## src/rtl/bcd_pkg.sv

```systemverilog
// Shared definitions for the serial BCD subtractor: FSM states and decimal constants.
// The NEG state exists only when BCD_SUB_SIGNMAG_EN is defined.
package bcd_pkg;

   localparam logic [3:0] BCD_MAX   = 4'd9;
   localparam int         BCD_RADIX = 10;

   typedef enum logic [1:0] {
      IDLE = 2'd0,
      SUB  = 2'd1,
`ifdef BCD_SUB_SIGNMAG_EN
      NEG  = 2'd2,
`endif
      DONE = 2'd3
   } state_t;

endpackage

```

## src/rtl/bcd_digit_sub.sv

```systemverilog
// Single BCD digit subtract step: d = x - y - bin, with a decimal wrap on underflow.
// Purely combinational, zero latency.
// No handshake; the caller sequences the digits.
module bcd_digit_sub
   import bcd_pkg::*;
(
   input  logic [3:0] x,
   input  logic [3:0] y,
   input  logic       bin,
   output logic [3:0] d,
   output logic       bout,
   output logic       inv
);

   logic [5:0] t;

   always_comb begin
      t    = {2'b00, x} - {2'b00, y} - {5'b00000, bin};
      bout = t[5];
      d    = bout ? 4'(t + 6'(BCD_RADIX)) : t[3:0];
      inv  = (x > BCD_MAX) || (y > BCD_MAX);
   end

endmodule

```

## src/rtl/bcd_sub_serial.sv

```systemverilog
// Digit-serial packed-BCD subtractor (a - b), LSD first, one digit per cycle.
// Latency DIGITS cycles, or 2*DIGITS when BCD_SUB_SIGNMAG_EN adds the magnitude pass.
// Single operation in flight: in_ready low until the result is taken with out_ready.
module bcd_sub_serial
   import bcd_pkg::*;
#(
   parameter int DIGITS = 4
)(
   input  logic                  clk,
   input  logic                  rst_n,
   input  logic                  in_valid,
   output logic                  in_ready,
   input  logic [4*DIGITS-1:0]   a,
   input  logic [4*DIGITS-1:0]   b,
   output logic                  out_valid,
   input  logic                  out_ready,
   output logic [4*DIGITS-1:0]   diff,
   output logic                  borrow,
   output logic                  err
);

   localparam int             IW   = (DIGITS > 1) ? $clog2(DIGITS) : 1;
   localparam logic [IW-1:0]  LAST = IW'(DIGITS - 1);

   state_t                state, nxt_state;
   logic [4*DIGITS-1:0]   a_r, b_r, work, nxt_a, nxt_b, nxt_work, nxt_diff;
   logic [IW-1:0]         idx, nxt_idx;
   logic                  brw, nxt_brw, err_acc, nxt_err_acc, fin_err;
   logic                  nxt_in_ready, nxt_out_valid, nxt_borrow, nxt_err;
   logic [3:0]            dx, dy, dd;
   logic                  dbout, dinv;

   bcd_digit_sub u_digit (
      .x    (dx),
      .y    (dy),
      .bin  (brw),
      .d    (dd),
      .bout (dbout),
      .inv  (dinv)
   );

   // One digit-step instance serves both passes; NEG subtracts the working digit from zero.
   always_comb begin
      dx = a_r[int'(idx)*4 +: 4];
      dy = b_r[int'(idx)*4 +: 4];
`ifdef BCD_SUB_SIGNMAG_EN
      if (state == NEG) begin
         dx = 4'd0;
         dy = work[int'(idx)*4 +: 4];
      end
`endif
   end

   always_comb begin
      nxt_state     = state;
      nxt_a         = a_r;
      nxt_b         = b_r;
      nxt_work      = work;
      nxt_idx       = idx;
      nxt_brw       = brw;
      nxt_err_acc   = err_acc;
      nxt_in_ready  = in_ready;
      nxt_out_valid = out_valid;
      nxt_diff      = diff;
      nxt_borrow    = borrow;
      nxt_err       = err;
      fin_err       = err_acc | dinv;
      case (state)
         IDLE: begin
            if (in_valid) begin
               nxt_a        = a;
               nxt_b        = b;
               nxt_brw      = 1'b0;
               nxt_idx      = '0;
               nxt_err_acc  = 1'b0;
               nxt_in_ready = 1'b0;
               nxt_state    = SUB;
            end
         end
         SUB: begin
            nxt_work[int'(idx)*4 +: 4] = dd;
            nxt_brw     = dbout;
            nxt_err_acc = fin_err;
            if (idx == LAST) begin
               nxt_idx    = '0;
               nxt_borrow = dbout & ~fin_err;
`ifdef BCD_SUB_SIGNMAG_EN
               if (dbout && !fin_err) begin
                  nxt_brw   = 1'b0;
                  nxt_state = NEG;
               end else
`endif
               begin
                  nxt_diff      = fin_err ? '0 : nxt_work;
                  nxt_err       = fin_err;
                  nxt_out_valid = 1'b1;
                  nxt_state     = DONE;
               end
            end else begin
               nxt_idx = idx + 1'b1;
            end
         end
`ifdef BCD_SUB_SIGNMAG_EN
         NEG: begin
            nxt_work[int'(idx)*4 +: 4] = dd;
            nxt_brw = dbout;
            if (idx == LAST) begin
               nxt_idx       = '0;
               nxt_diff      = nxt_work;
               nxt_err       = 1'b0;
               nxt_out_valid = 1'b1;
               nxt_state     = DONE;
            end else begin
               nxt_idx = idx + 1'b1;
            end
         end
`endif
         DONE: begin
            if (out_ready) begin
               nxt_out_valid = 1'b0;
               nxt_in_ready  = 1'b1;
               nxt_state     = IDLE;
            end
         end
         default: begin
            nxt_state     = IDLE;
            nxt_in_ready  = 1'b1;
            nxt_out_valid = 1'b0;
         end
      endcase
   end

   always_ff @(posedge clk or negedge rst_n) begin
      if (!rst_n) begin
         state     <= IDLE;
         a_r       <= '0;
         b_r       <= '0;
         work      <= '0;
         idx       <= '0;
         brw       <= 1'b0;
         err_acc   <= 1'b0;
         in_ready  <= 1'b1;
         out_valid <= 1'b0;
         diff      <= '0;
         borrow    <= 1'b0;
         err       <= 1'b0;
      end else begin
         state     <= nxt_state;
         a_r       <= nxt_a;
         b_r       <= nxt_b;
         work      <= nxt_work;
         idx       <= nxt_idx;
         brw       <= nxt_brw;
         err_acc   <= nxt_err_acc;
         in_ready  <= nxt_in_ready;
         out_valid <= nxt_out_valid;
         diff      <= nxt_diff;
         borrow    <= nxt_borrow;
         err       <= nxt_err;
      end
   end

endmodule

```

## config.mk

```make
export PLATFORM = sky130hd
export DESIGN_NAME = bcd_sub_serial
export DESIGN_NICKNAME = d
export VERILOG_FILES = /design/src/rtl/bcd_pkg.sv /design/src/rtl/bcd_digit_sub.sv /design/src/rtl/bcd_sub_serial.sv
export SDC_FILE = /design/constraint.sdc
export NUM_CORES = 1
export LEC_CHECK = 0
export CORE_ASPECT_RATIO = 2
export CORE_UTILIZATION = 40
export CTS_CLUSTER_SIZE = 25
export DETAILED_ROUTE_END_ITERATION = 16
export GPL_ROUTABILITY_DRIVEN = 0
export SLEW_MARGIN = 20
export SYNTH_ARGS = -nofsm -noshare
export SYNTH_HDL_FRONTEND = slang
export SYNTH_SLANG_ARGS = --single-unit
```

## constraint.sdc

```tcl
create_clock -name clk -period 4.7 [get_ports clk]
set_clock_uncertainty 0.1 [all_clocks]
set_input_delay 0.47 -clock clk [delete_from_list [all_inputs] [get_ports clk]]
set_output_delay 0.47 -clock clk [all_outputs]
set_load 0.05 [all_outputs]
```

## Word-level counts from Yosys, hierarchy flattened

Cells that the tools add are included.

- Flip-flop bits (word level): 74
- Input port bits: 36
- Output and inout bits: 20
- Logic and storage cells: 61

- Add/subtract/negate cells: 5
- Magnitude comparators: 2
- Equality and inequality tests: 6
- Shifts and indexed selects: 4
- Muxes and demuxes: 18
- Bitwise logic cells: 5
- Reductions and logical operators: 9

Operator list:

| kind | count |
|---|---|
| $neg A4 Y33 | 1 |
| $shift A4 B33 Y16 const A | 1 |
| $shiftx A4 B33 Y16 | 1 |
| $shiftx A16 B5 Y4 | 2 |
| $bwmux W16 | 1 |
| $mux W16 | 1 |
| $mux W2 | 5 |
| $reduce_and A3 Y1 | 3 |
| $gt A4 B4 Y1 const B | 2 |
| $ne A2 B2 Y1 const B | 3 |
| $pmux W1 S3 | 2 |
| $pmux W2 S3 | 1 |
| $reduce_and A2 Y1 | 3 |
| $sub A6 B1 Y6 | 1 |
| $sub A4 B4 Y5 | 1 |
| $add A4 B4 Y4 const B | 1 |
| $eq A2 B2 Y1 const B | 2 |
| $mux W1 | 4 |
| $mux W4 | 1 |
| $pmux W1 S2 | 2 |
| $pmux W2 S2 | 1 |
| $not A1 Y1 | 3 |
| $add A2 B1 Y2 const B | 1 |
| $eq A2 B1 Y1 const B | 1 |
| 5 further kinds | 5 |

## Logic depth before layout (Yosys ltp)

Gate-level depths: netlist (run 1).

- Depth after elaboration: 8
- Depth in mapped cells: 15
- Mapped depth without buffers: 14

## Hierarchy

Synthesis (run 1) repeated with hierarchy kept, for this count alone.

- Cells, all modules: 308
- Area, all modules: 3691.0 sq um

By module, submodules not included:

| module | times used | cells each | area an instance (sq um) | seq. area each (sq um) |
|---|---|---|---|---|
| bcd_sub_serial | 1 | 268 | 3367.0 | 1853.0 |
| bcd_digit_sub | 1 | 40 | 324.1 | 0.0 |

## Worst setup path before layout (run 1)

No wires, ideal clock.

- Path kind: reg-to-reg
- Start point: register idx[0]
- End point: register work[3]
- Library setup time: 136 ps
- Data arrival time: 3368 ps
- Required time: 4464 ps
- Slack: 1096 ps
- Cell stages (with the launch flop): 16
- Buffers on the path: 1
- Period minus slack after synthesis: 3604 ps
- Path through: dfrtp_1 buf_6 mux4_1 inv_1 ha_1 inv_1 fa_1 inv_1 ha_1 xnor2_1 ha_1 a211oi_1 xnor2_1 nor3_1 nor3_1 o21ai_0

- Longest elaborated chain between the ends: 7
- Elaborated cells on any way between the ends: 10
- Classes of those cells: add/sub (4); shift (4); mux (2)

RTL lines:

| item | line | source |
|---|---|---|
| start: declaration | bcd_sub_serial.sv:27 | `logic [IW-1:0] idx, nxt_idx;` |
| start signal: assignment | bcd_sub_serial.sv:152 | `idx <= nxt_idx;` |
| $shiftx A16 B5 Y4 (on tied branches) | bcd_sub_serial.sv:44, bcd_sub_serial.sv:45 |  |
| $sub A4 B4 Y5 | bcd_digit_sub.sv:18 | `t = {2'b00, x} - {2'b00, y} - {5'b00000, bin};` |
| $sub A6 B1 Y6 | bcd_digit_sub.sv:18 |  |
| $add A4 B4 Y4 | bcd_digit_sub.sv:20 | `d = bout ? 4'(t + 6'(BCD_RADIX)) : t[3:0];` |
| $mux W4 | bcd_digit_sub.sv:20 |  |
| $shiftx A4 B33 Y16 | bcd_sub_serial.sv:81 | `nxt_work[int'(idx)*4 +: 4] = dd;` |
| $bwmux W16 * | bcd_sub_serial.sv:81 |  |
| end signal: assignment | bcd_sub_serial.sv:151 | `work <= nxt_work;` |
| end: declaration | bcd_sub_serial.sv:26 | `logic [4*DIGITS-1:0] a_r, b_r, work, nxt_a, nxt_b, nxt_work, nxt_diff;` |

Every way passes the cells marked *; elsewhere a longest branch is shown, timed or not.
A chain may end at the register's enable or synchronous reset.

## Worst setup path in the final report (run 1)

Ends and elaborated chain as after synthesis.

==> results.sh, run 1 <==
export IMPL_synth_adder_area_share=0.0506
export IMPL_synth_enable_flop_cells=0
export IMPL_timing_reg2reg_worst_path_depth=14
export IMPL_cts_repair_timing_setup_buffer_count=0
export IMPL_critPathBufInv=3
export IMPL_final_common_cell="sky130_fd_sc_hd__dfrtp_1"
export IMPL_postCtsHoldBufs=0
export IMPL_grt_start_max_net_pins=42
export IMPL_finalSetupViolations=0
export IMPL_worstSetupStartpoint="idx[0]$_DFFE_PN0P_"
export IMPL_global_route_wire_length_before_repair_mm=13.0
export IMPL_synth_cell_type_count=39
export IMPL_worstMarginPinSlew_ps=930
export IMPL_post_drt_wl_per_cell_microns=16.5
export IMPL_filler_cell_count=778
export IMPL_synth_mux_area_fraction=0.161
export IMPL_final_min_clock_period_ps=3870
export IMPL_async_flop_share=1.00
export IMPL_clk_latency_ps=330
export IMPL_syn_nets=361
export IMPL_r2r_slack_ps=830
export IMPL_synth_area_sq_mm=0.00361
export IMPL_clock_fmax_mhz=258
export IMPL_post_cts_resized_instances=0
export IMPL_synthToLayoutAreaGrowth_pct=25.8
export IMPL_final_max_slew_violation_count=0
export IMPL_netlist_instances=311
export IMPL_rsz_0062_raised_after_global_routing="no"
export IMPL_drv_cap=0
export IMPL_criticalPathCategory="flip-flop to flip-flop"
export IMPL_via_count_of_the_first_global_routing_pass=2663
export IMPL_complex_gate_fraction_of_the_synthesized_area=0.111
export IMPL_post_drt_via_cell_ratio=5.40
export IMPL_worst_r2r_endpoint="work[3]$_DFFE_PN0P_"
export IMPL_antenna_found_initial=0
export IMPL_antenna_diode_count=0
export IMPL_clockBufferDepth=2
export IMPL_synth_yosys_seq_area_share=0.514
export IMPL_numCtsBuffers=9
export IMPL_share_of_post_route_cells_with_drive_strength_above_1=0.171
export IMPL_setup_worst_path_end="work[3]$_DFFE_PN0P_"
export IMPL_timing_critical_path_depth=14
export IMPL_regToRegStartpoint="idx[0]$_DFFE_PN0P_"
export IMPL_cp_slowest_cell="sky130_fd_sc_hd__mux4_1"
export IMPL_final_nets=420
export IMPL_fp_coreArea_sq_mm=0.00871
export IMPL_grt_util_all_layers=0.181
export IMPL_number_of_levels_the_h_tree_was_split_into=3
export IMPL_worstPathRequired_ps=4790
export IMPL_drtIter0Drc=185
export IMPL_synth_ff_latch_count=74
export IMPL_detail_route_antenna_nets=0
export IMPL_floorplan_rows=48
export IMPL_timing_hold_violations_final=0
export IMPL_port_buffer_count=55
export IMPL_synth_xor_area_frac=0.0170
export IMPL_hpwlAfterDp_mm=5.99
export IMPL_end_kind="flip-flop"
export IMPL_crit_path_max_fanout=6
export IMPL_critical_path_arrival_ps=3960
export IMPL_clock_root_buffer_master="sky130_fd_sc_hd__clkbuf_16"
export IMPL_cts_num_sinks=74
export IMPL_slew_limit_headroom=0.380
export IMPL_worst_setup_path_start_kind="flip-flop"
export IMPL_fp_dieW_microns=69.2
export IMPL_vias=2566
export IMPL_cpLargestDelayFamily="adder cells"
export IMPL_crit_path_cell_trace="mux4_1 -> inv_1 -> ha_1 -> inv_1 -> fa_1 -> inv_1 -> ha_1 -> xnor2_1 -> ha_1 -> a211oi_1 -> xnor2_1 -> nor3_1 -> nor3_1 -> o21ai_0"
export IMPL_critical_path_max_stage_delay_ps=590
export IMPL_min_period_over_period=0.824
export IMPL_die_y_microns=136
export IMPL_synth_top_family_by_area="multiplexers"
export IMPL_drt_total_wl_mm=7.83
export IMPL_path_clk_slew_ps=50
export IMPL_synth_avg_cell_area_sq_um=11.6
export IMPL_layout_common_cells="sky130_fd_sc_hd__dfrtp_1 (73), sky130_fd_sc_hd__clkdlybuf4s50_1 (54), sky130_fd_sc_hd__mux2_2 (33)"
export IMPL_design_portCount=56
export IMPL_synth_area_in_simple_gates=0.112
export IMPL_remaining_drc_errors=0
export IMPL_yosys_warns=0
export IMPL_min_path_type="primary input to async pin"
export IMPL_cts_tree="done"
export IMPL_drt_pre_antenna_iters=5
export IMPL_design_die_area_sq_mm=0.00943
export IMPL_dominantRegCellSynth="sky130_fd_sc_hd__dfrtp_1"
export IMPL_run_status="complete, no violations"
export IMPL_starting_density_of_the_core=0.414
export IMPL_totalNegativeSetupSlack_ps=0
export IMPL_grt_remaining_overflow=0
through the flow:
step                      hold WS (ps)  instance area [sq um]   util  instances  worst slack [ps]
final                              175                   4540  0.521        475               828
after global routing               260                   4540  0.521        475               510
after CTS                          215                   4540  0.521        475               815
after detailed placement           363                   4260  0.489        459               825
after global placement             356                   4260  0.489        459              1020
after floorplan                   74.4                   3610      -        311              1100
worst min-delay path by stage:
stage / startpoint / endpoint / depth (start not counted) / slack, ps
after global placement: work[14]$_DFFE_PN0P_ / work[14]$_DFFE_PN0P_ / 2 / 360
after floorplan: rst_n / a_r[0]$_DFFE_PN0P_ / 0 / 70
final: rst_n / diff[4]$_DFFE_PN0P_ / 1 / 180
after CTS: rst_n / b_r[15]$_DFFE_PN0P_ / 1 / 210
after global routing: rst_n / err$_DFFE_PN0P_ / 1 / 260
after detailed placement: work[6]$_DFFE_PN0P_ / work[6]$_DFFE_PN0P_ / 2 / 360
synthesized netlist by cell type (all sizes together) (2+ instances only):
cell | count | share of area
o21ai | 23 | 0.034
nor3 | 14 | 0.021
nand2b | 3 | 0.0052
mux4 | 8 | 0.055
nor2b | 9 | 0.016
xor2 | 2 | 0.0049
nand2 | 33 | 0.036
nand3b | 2 | 0.0042
inv | 19 | 0.020
a211oi | 3 | 0.0076
a21oi | 10 | 0.014
clkbuf | 9 | 0.0094
nor2 | 9 | 0.0094
o22ai | 11 | 0.019
buf | 2 | 0.0062
xnor2 | 5 | 0.012
a22o | 12 | 0.029
ha | 13 | 0.045
a21o | 2 | 0.0045
and3 | 3 | 0.0052
nand3 | 4 | 0.0055
mux2 | 33 | 0.10
dfrtp | 73 | 0.51
registers in the layout, indices dropped and copies added, names as in the netlist:
signal and flops:
diff 16, work 16, b_r 16, state 2
a_r 16, err 1, brw 1, idx 2
borrow 1, err_acc 1, out_valid 1, in_ready 1
cell type report:
class | count | area [sq um] | share of cell area
Clock inverter | 2 | 10.0 | 0.00221
Sequential cell | 74 | 1850 | 0.408
Timing Repair Buffer | 59 | 576 | 0.127
Multi-Input combinational cell | 207 | 1630 | 0.359
Tap cell | 100 | 125 | 0.0276
Clock buffer | 14 | 274 | 0.0604
Inverter | 19 | 71.3 | 0.0157
logic make-up (layout without fill, tap and decap cells):
logic type,count (synthesis),after routing
xor gates and xnor gates,7,7
muxes,42,42
buffers and inverters,30,94
DFF,74,74
AOI/OAI and AO/OA,62,62
and+or+nand+nor,82,82
adders and majority gates,14,14
per-layer routing:
metal  vias to the layer above  share of wire  track usage
met5                         -              0            0
met3                        18          0.026       0.0385
met1                      1258           0.37        0.183
li1                       1233              -            -
met2                        57           0.57        0.337
met4                         0          0.035        0.103
worst register-to-register path: stages (launching register included):
cell and delay (ps):
sky130_fd_sc_hd__dfrtp_1 510, sky130_fd_sc_hd__mux4_1 590, sky130_fd_sc_hd__inv_1 70, sky130_fd_sc_hd__ha_1 160
sky130_fd_sc_hd__inv_1 50, sky130_fd_sc_hd__fa_1 510, sky130_fd_sc_hd__inv_1 70, sky130_fd_sc_hd__ha_1 210
sky130_fd_sc_hd__xnor2_1 140, sky130_fd_sc_hd__ha_1 220, sky130_fd_sc_hd__a211oi_1 370, sky130_fd_sc_hd__xnor2_1 270
sky130_fd_sc_hd__nor3_1 90, sky130_fd_sc_hd__nor3_1 250, sky130_fd_sc_hd__o21ai_0 120
Power of run 1 is not shown: default switching activity piles up to over one toggle a cycle in this logic, so the estimate is an artifact.
==> inputs of run 2 (changes only) <==
- clock period: 4.7 -> 3.2 ns (I/O delays scaled with it)
==> results.sh, run 2 (synthesis gave the netlist of run 1 again) <==
export IMPL_drv_cap=0
export IMPL_die_y_microns=136
export IMPL_global_route_usage_met2=0.368
export IMPL_final_nets=435
export IMPL_final_cells=490
export IMPL_violations="negative setup slack"
export IMPL_grt_start_max_net_pins=37
export IMPL_detail_route_antenna_nets=0
export IMPL_criticalPathCategory="flip-flop to flip-flop"
export IMPL_fp_dieW_microns=69.2
export IMPL_drtIter0Drc=139
export IMPL_finalSetupViolations=16
export IMPL_clock_fmax_mhz=301
export IMPL_clockBufferDepth=2
export IMPL_path_clk_slew_ps=60
export IMPL_number_of_levels_the_h_tree_was_split_into=3
export IMPL_drt_pre_antenna_iters=4
export IMPL_global_route_wire_length_before_repair_mm=13.7
export IMPL_end_kind="flip-flop"
export IMPL_cts_num_sinks=74
export IMPL_min_period_over_period=1.04
export IMPL_setup_ws_ps=-119
export IMPL_design_die_area_sq_mm=0.00943
export IMPL_post_drt_via_cell_ratio=5.41
export IMPL_drt_total_wl_mm=8.32
export IMPL_final_min_clock_period_ps=3320
export IMPL_grtUsageMet1=0.189
export IMPL_synthToLayoutAreaGrowth_pct=34.8
export IMPL_dpl_cell_count=467
export IMPL_layout_common_cells="sky130_fd_sc_hd__dfrtp_1 (72), sky130_fd_sc_hd__clkdlybuf4s50_1 (54), sky130_fd_sc_hd__mux2_2 (33)"
export IMPL_port_buffer_count=55
export IMPL_hpwlAfterDp_mm=6.32
export IMPL_global_route_usage_met3=0.0326
export IMPL_post_drt_wl_per_cell_microns=17.0
export IMPL_grt_remaining_overflow=0
export IMPL_place_worst_setup_slack_ps=-182
export IMPL_crit_path_max_fanout=6
export IMPL_starting_density_of_the_core=0.414
export IMPL_antenna_found_initial=0
export IMPL_worstPathRequired_ps=3290
export IMPL_timing_hold_violations_final=0
export IMPL_rsz_0062_raised_after_global_routing="yes"
export IMPL_antenna_diode_count=0
export IMPL_fin_worst_hold_slack_ps=369
export IMPL_vias=2650
export IMPL_clock_root_buffer_master="sky130_fd_sc_hd__clkbuf_16"
export IMPL_cts_tree="done"
export IMPL_remaining_drc_errors=0
export IMPL_slew_limit_headroom=0.573
export IMPL_clk_latency_ps=330
export IMPL_final_max_slew_violation_count=0
export IMPL_design_portCount=56
export IMPL_filler_cell_count=770
export IMPL_floorplan_rows=48
export IMPL_min_path_type="flip-flop to flip-flop"
export IMPL_share_of_post_route_cells_with_drive_strength_above_1=0.279
export IMPL_grt_util_all_layers=0.191
export IMPL_fp_coreArea_sq_mm=0.00871
export IMPL_numCtsBuffers=9
export IMPL_via_count_of_the_first_global_routing_pass=2758
export IMPL_worst_setup_path_start_kind="flip-flop"
export IMPL_critical_path_arrival_ps=3410
export IMPL_final_common_cell="sky130_fd_sc_hd__dfrtp_1"
export IMPL_globalRoute_busiestLayer="met2"
export IMPL_worstMarginPinSlew_ps=637
export IMPL_run_status="finished with violations"
-- run 2: through the flow --
stage | setup TNS [ps] | instance area, sq um | util
after floorplan | -431 | 3680 | -
after global placement | -360 | 4380 | 0.503
after detailed placement | -1310 | 4380 | 0.503
after CTS | -1190 | 4820 | 0.553
after global routing | -4080 | 4860 | 0.558
final | -785 | 4860 | 0.558
-- run 2: area by class of cell --
| cell class | instances | area, sq um | share of cell area |
|---|---|---|---|
| flip-flops and latches | 74 | 1850 | 0.381 |
| multi-input cells | 207 | 1780 | 0.367 |
| repair buffers | 74 | 694 | 0.143 |
| clock buffers | 10 | 229 | 0.0471 |
| well taps | 100 | 125 | 0.0257 |
| clock inverters | 6 | 105 | 0.0216 |
| inverters | 19 | 71.3 | 0.0147 |
-- run 2: critical path, stage by stage (launching register included) --
cell                       delay (ps)
sky130_fd_sc_hd__dfrtp_2          440
sky130_fd_sc_hd__mux4_2           540
sky130_fd_sc_hd__inv_2             80
sky130_fd_sc_hd__ha_4             130
sky130_fd_sc_hd__inv_2             30
sky130_fd_sc_hd__fa_2             530
sky130_fd_sc_hd__inv_2             50
sky130_fd_sc_hd__ha_4             170
sky130_fd_sc_hd__xnor2_4          130
sky130_fd_sc_hd__ha_4             180
sky130_fd_sc_hd__a211oi_4         220
sky130_fd_sc_hd__xnor2_2          210
sky130_fd_sc_hd__nor3_2            70
sky130_fd_sc_hd__nor3_2           210
sky130_fd_sc_hd__o21ai_1           80
-- run 2: path summary, 6_finish.rpt --
kind	from	cells after the start	slack, ps	to
min	work[10]$_DFFE_PN0P_	2	370	work[10]$_DFFE_PN0P_
min in group asynchronous	rst_n	2	420	work[9]$_DFFE_PN0P_
max in group asynchronous	rst_n	3	1760	idx[0]$_DFFE_PN0P_
max reg2reg	idx[0]$_DFFE_PN0P_	14	-120	work[7]$_DFFE_PN0P_
max	idx[0]$_DFFE_PN0P_	14	-120	work[7]$_DFFE_PN0P_
min reg2reg	work[10]$_DFFE_PN0P_	2	370	work[10]$_DFFE_PN0P_
-- run 2: metal layers --
layer  share of wire  vias to the layer above
li1                -                     1260
met1            0.36                     1309
met2            0.57                       56
met3           0.024                       25
met4           0.047                        0
met5               0                        -
-- run 2: timing repair --
| action | 4_1_cts | 5_1_grt |
|---|---|---|
| hold buffers | 1 | 0 |
| cloned | 0 | 0 |
| buffers inserted | 5 | 1 |
| endpoints found under the setup margin | 22 | 24 |
| pin swaps | 7 | 11 |
| resized for setup | 14 | 8 |
| endpoints found under the hold margin | 21 | 0 |
Power of run 2 is left out for the same reason.
==> inputs of run 3 (changes only) <==
- CORE_UTILIZATION: 40 -> 49
- PLACE_DENSITY: not set -> 0.77
==> results.sh, run 3 (synthesis gave the netlist of run 1 again) <==
export IMPL_run_status="finished with violations"
export IMPL_violations="negative setup slack"
export IMPL_worstSetupStartpoint="idx[0]$_DFFE_PN0P_"
export IMPL_worst_setup_path_start_kind="flip-flop"
export IMPL_post_drt_wl_per_cell_microns=17.4
export IMPL_min_period_over_period=1.05
export IMPL_fp_coreArea_sq_mm=0.00705
export IMPL_synthToLayoutAreaGrowth_pct=34.2
export IMPL_timing_reg2reg_worst_path_depth=14
export IMPL_setup_ws_ps=-151
export IMPL_grt_util_all_layers=0.231
export IMPL_crit_path_max_fanout=5
export IMPL_final_nets=437
export IMPL_multi_input_area_sq_mm=0.00180
export IMPL_end_kind="flip-flop"
export IMPL_drv_cap=0
export IMPL_remaining_drc_errors=0
export IMPL_r2r_slack_ps=-150
export IMPL_detail_route_antenna_nets=0
export IMPL_grt_start_max_net_pins=40
export IMPL_antenna_found_initial=0
export IMPL_critPathBufInv=3
export IMPL_crit_path_cell_trace="mux4_2 -> inv_2 -> ha_4 -> inv_2 -> fa_2 -> inv_2 -> ha_4 -> xnor2_4 -> ha_4 -> a211oi_4 -> xnor2_2 -> nor3_1 -> nor3_1 -> o21ai_1"
export IMPL_place_worst_setup_slack_ps=-145
export IMPL_clk_latency_ps=340
export IMPL_post_drt_via_cell_ratio=5.68
export IMPL_seq_area_sq_mm=0.00185
export IMPL_rsz_0062_raised_after_global_routing="yes"
export IMPL_final_min_clock_period_ps=3350
export IMPL_timing_critical_path_depth=14
export IMPL_clockBufferDepth=2
export IMPL_die_y_microns=123
export IMPL_filler_cell_count=522
export IMPL_cp_slowest_cell="sky130_fd_sc_hd__fa_2"
export IMPL_grt_remaining_overflow=0
export IMPL_numCtsBuffers=9
export IMPL_design_portCount=56
export IMPL_antenna_diode_count=0
export IMPL_criticalPathCategory="flip-flop to flip-flop"
export IMPL_finalSetupViolations=24
export IMPL_critical_path_max_stage_delay_ps=550
export IMPL_setup_worst_path_end="work[7]$_DFFE_PN0P_"
export IMPL_drt_total_wl_mm=8.36
export IMPL_fp_dieW_microns=62.7
export IMPL_drt_pre_antenna_iters=4
export IMPL_starting_density_of_the_core=0.512
export IMPL_slew_limit_headroom=0.471
export IMPL_final_common_cell="sky130_fd_sc_hd__dfrtp_1"
export IMPL_final_max_slew_violation_count=0
export IMPL_worstPathRequired_ps=3300
export IMPL_vias=2731
export IMPL_cts_tree="done"
export IMPL_worst_r2r_endpoint="work[7]$_DFFE_PN0P_"
export IMPL_share_of_post_route_cells_with_drive_strength_above_1=0.276
export IMPL_design_die_area_sq_mm=0.00773
export IMPL_hpwlAfterDp_mm=5.88
export IMPL_global_route_wire_length_before_repair_mm=13.1
export IMPL_cpLargestDelayFamily="adder cells"
export IMPL_clock_fmax_mhz=298
export IMPL_number_of_levels_the_h_tree_was_split_into=3
export IMPL_port_buffer_count=55
export IMPL_worstMarginPinSlew_ps=794
export IMPL_regToRegStartpoint="idx[0]$_DFFE_PN0P_"
export IMPL_timing_hold_violations_final=0
export IMPL_clock_root_buffer_master="sky130_fd_sc_hd__clkbuf_16"
export IMPL_critical_path_arrival_ps=3450
export IMPL_via_count_of_the_first_global_routing_pass=2824
export IMPL_layout_common_cells="sky130_fd_sc_hd__dfrtp_1 (72), sky130_fd_sc_hd__clkdlybuf4s50_1 (54), sky130_fd_sc_hd__mux2_2 (33)"
export IMPL_drtIter0Drc=104
export IMPL_cts_num_sinks=74
export IMPL_path_clk_slew_ps=50
export IMPL_min_path_type="flip-flop to flip-flop"
export IMPL_floorplan_rows=43
==> run 3: cell types whose count changed in the layout (fill, tap and decap cells not counted), sizes merged <==
cell / change
clkinvlp: +1
buf: +2
clkbuf: +3
bufinv: -3
clkinv: -2
==> run 3: worst min path at each step <==
stage                  startpoint            endpoint  slack, ps  depth (start not counted)
2_1_floorplan               rst_n  a_r[0]$_DFFE_PN0P_        -80                          0
3_5_place_dp                rst_n  b_r[9]$_DFFE_PN0P_        350                          1
4_1_cts        borrow$_DFFE_PN0P_  borrow$_DFFE_PN0P_        390                          2
3_3_place_gp                rst_n  b_r[9]$_DFFE_PN0P_        340                          1
6_report       borrow$_DFFE_PN0P_  borrow$_DFFE_PN0P_        380                          2
5_1_grt        borrow$_DFFE_PN0P_  borrow$_DFFE_PN0P_        400                          2
==> run 3: stage by stage <==
step / hold slack [ps] / setup TNS [ps] / cells / instance area [sq um] / util
final: 379 / -1790 / 481 / 4840 / 0.687
after global routing: 399 / -5420 / 481 / 4840 / 0.687
after CTS: 386 / -1120 / 472 / 4680 / 0.664
after detailed placement: 347 / -950 / 455 / 4370 / 0.620
after global placement: 341 / -276 / 455 / 4370 / 0.620
after floorplan: -75.6 / -431 / 311 / 3680 / -
==> run 3: area by class of cell <==
type,instances,share of cell area
inverters,19,0.0147
flip-flops and latches,74,0.383
multi-input cells,207,0.373
repair buffers,76,0.150
well taps,90,0.0233
clock buffers,13,0.0538
clock inverters,2,0.00258
==> run 3: metal layers <==
| metal | GRT usage | part of all wire | vias up |
|---|---|---|---|
| li1 | - | - | 1261 |
| met1 | 0.225 | 0.35 | 1346 |
| met2 | 0.415 | 0.56 | 84 |
| met3 | 0.0424 | 0.031 | 40 |
| met4 | 0.199 | 0.060 | 0 |
| met5 | 0 | 0 | - |
==> run 3: tightest hold or removal path: stages (launching register included) <==
cell and delay, ps:
sky130_fd_sc_hd__dfrtp_1 340, sky130_fd_sc_hd__nand2_1 60, sky130_fd_sc_hd__o21ai_2 50
==> run 3: what timing repair did <==
| item | 4_1_cts | 5_1_grt |
|---|---|---|
| endpoints found under the setup margin | 23 | 24 |
| setup buffers | 1 | 9 |
| resized for setup | 4 | 22 |
| pin swaps | 1 | 5 |
| hold buffers | 1 | 0 |
| endpoints found under the hold margin | 15 | 0 |
Power of run 3 is left out for the same reason.
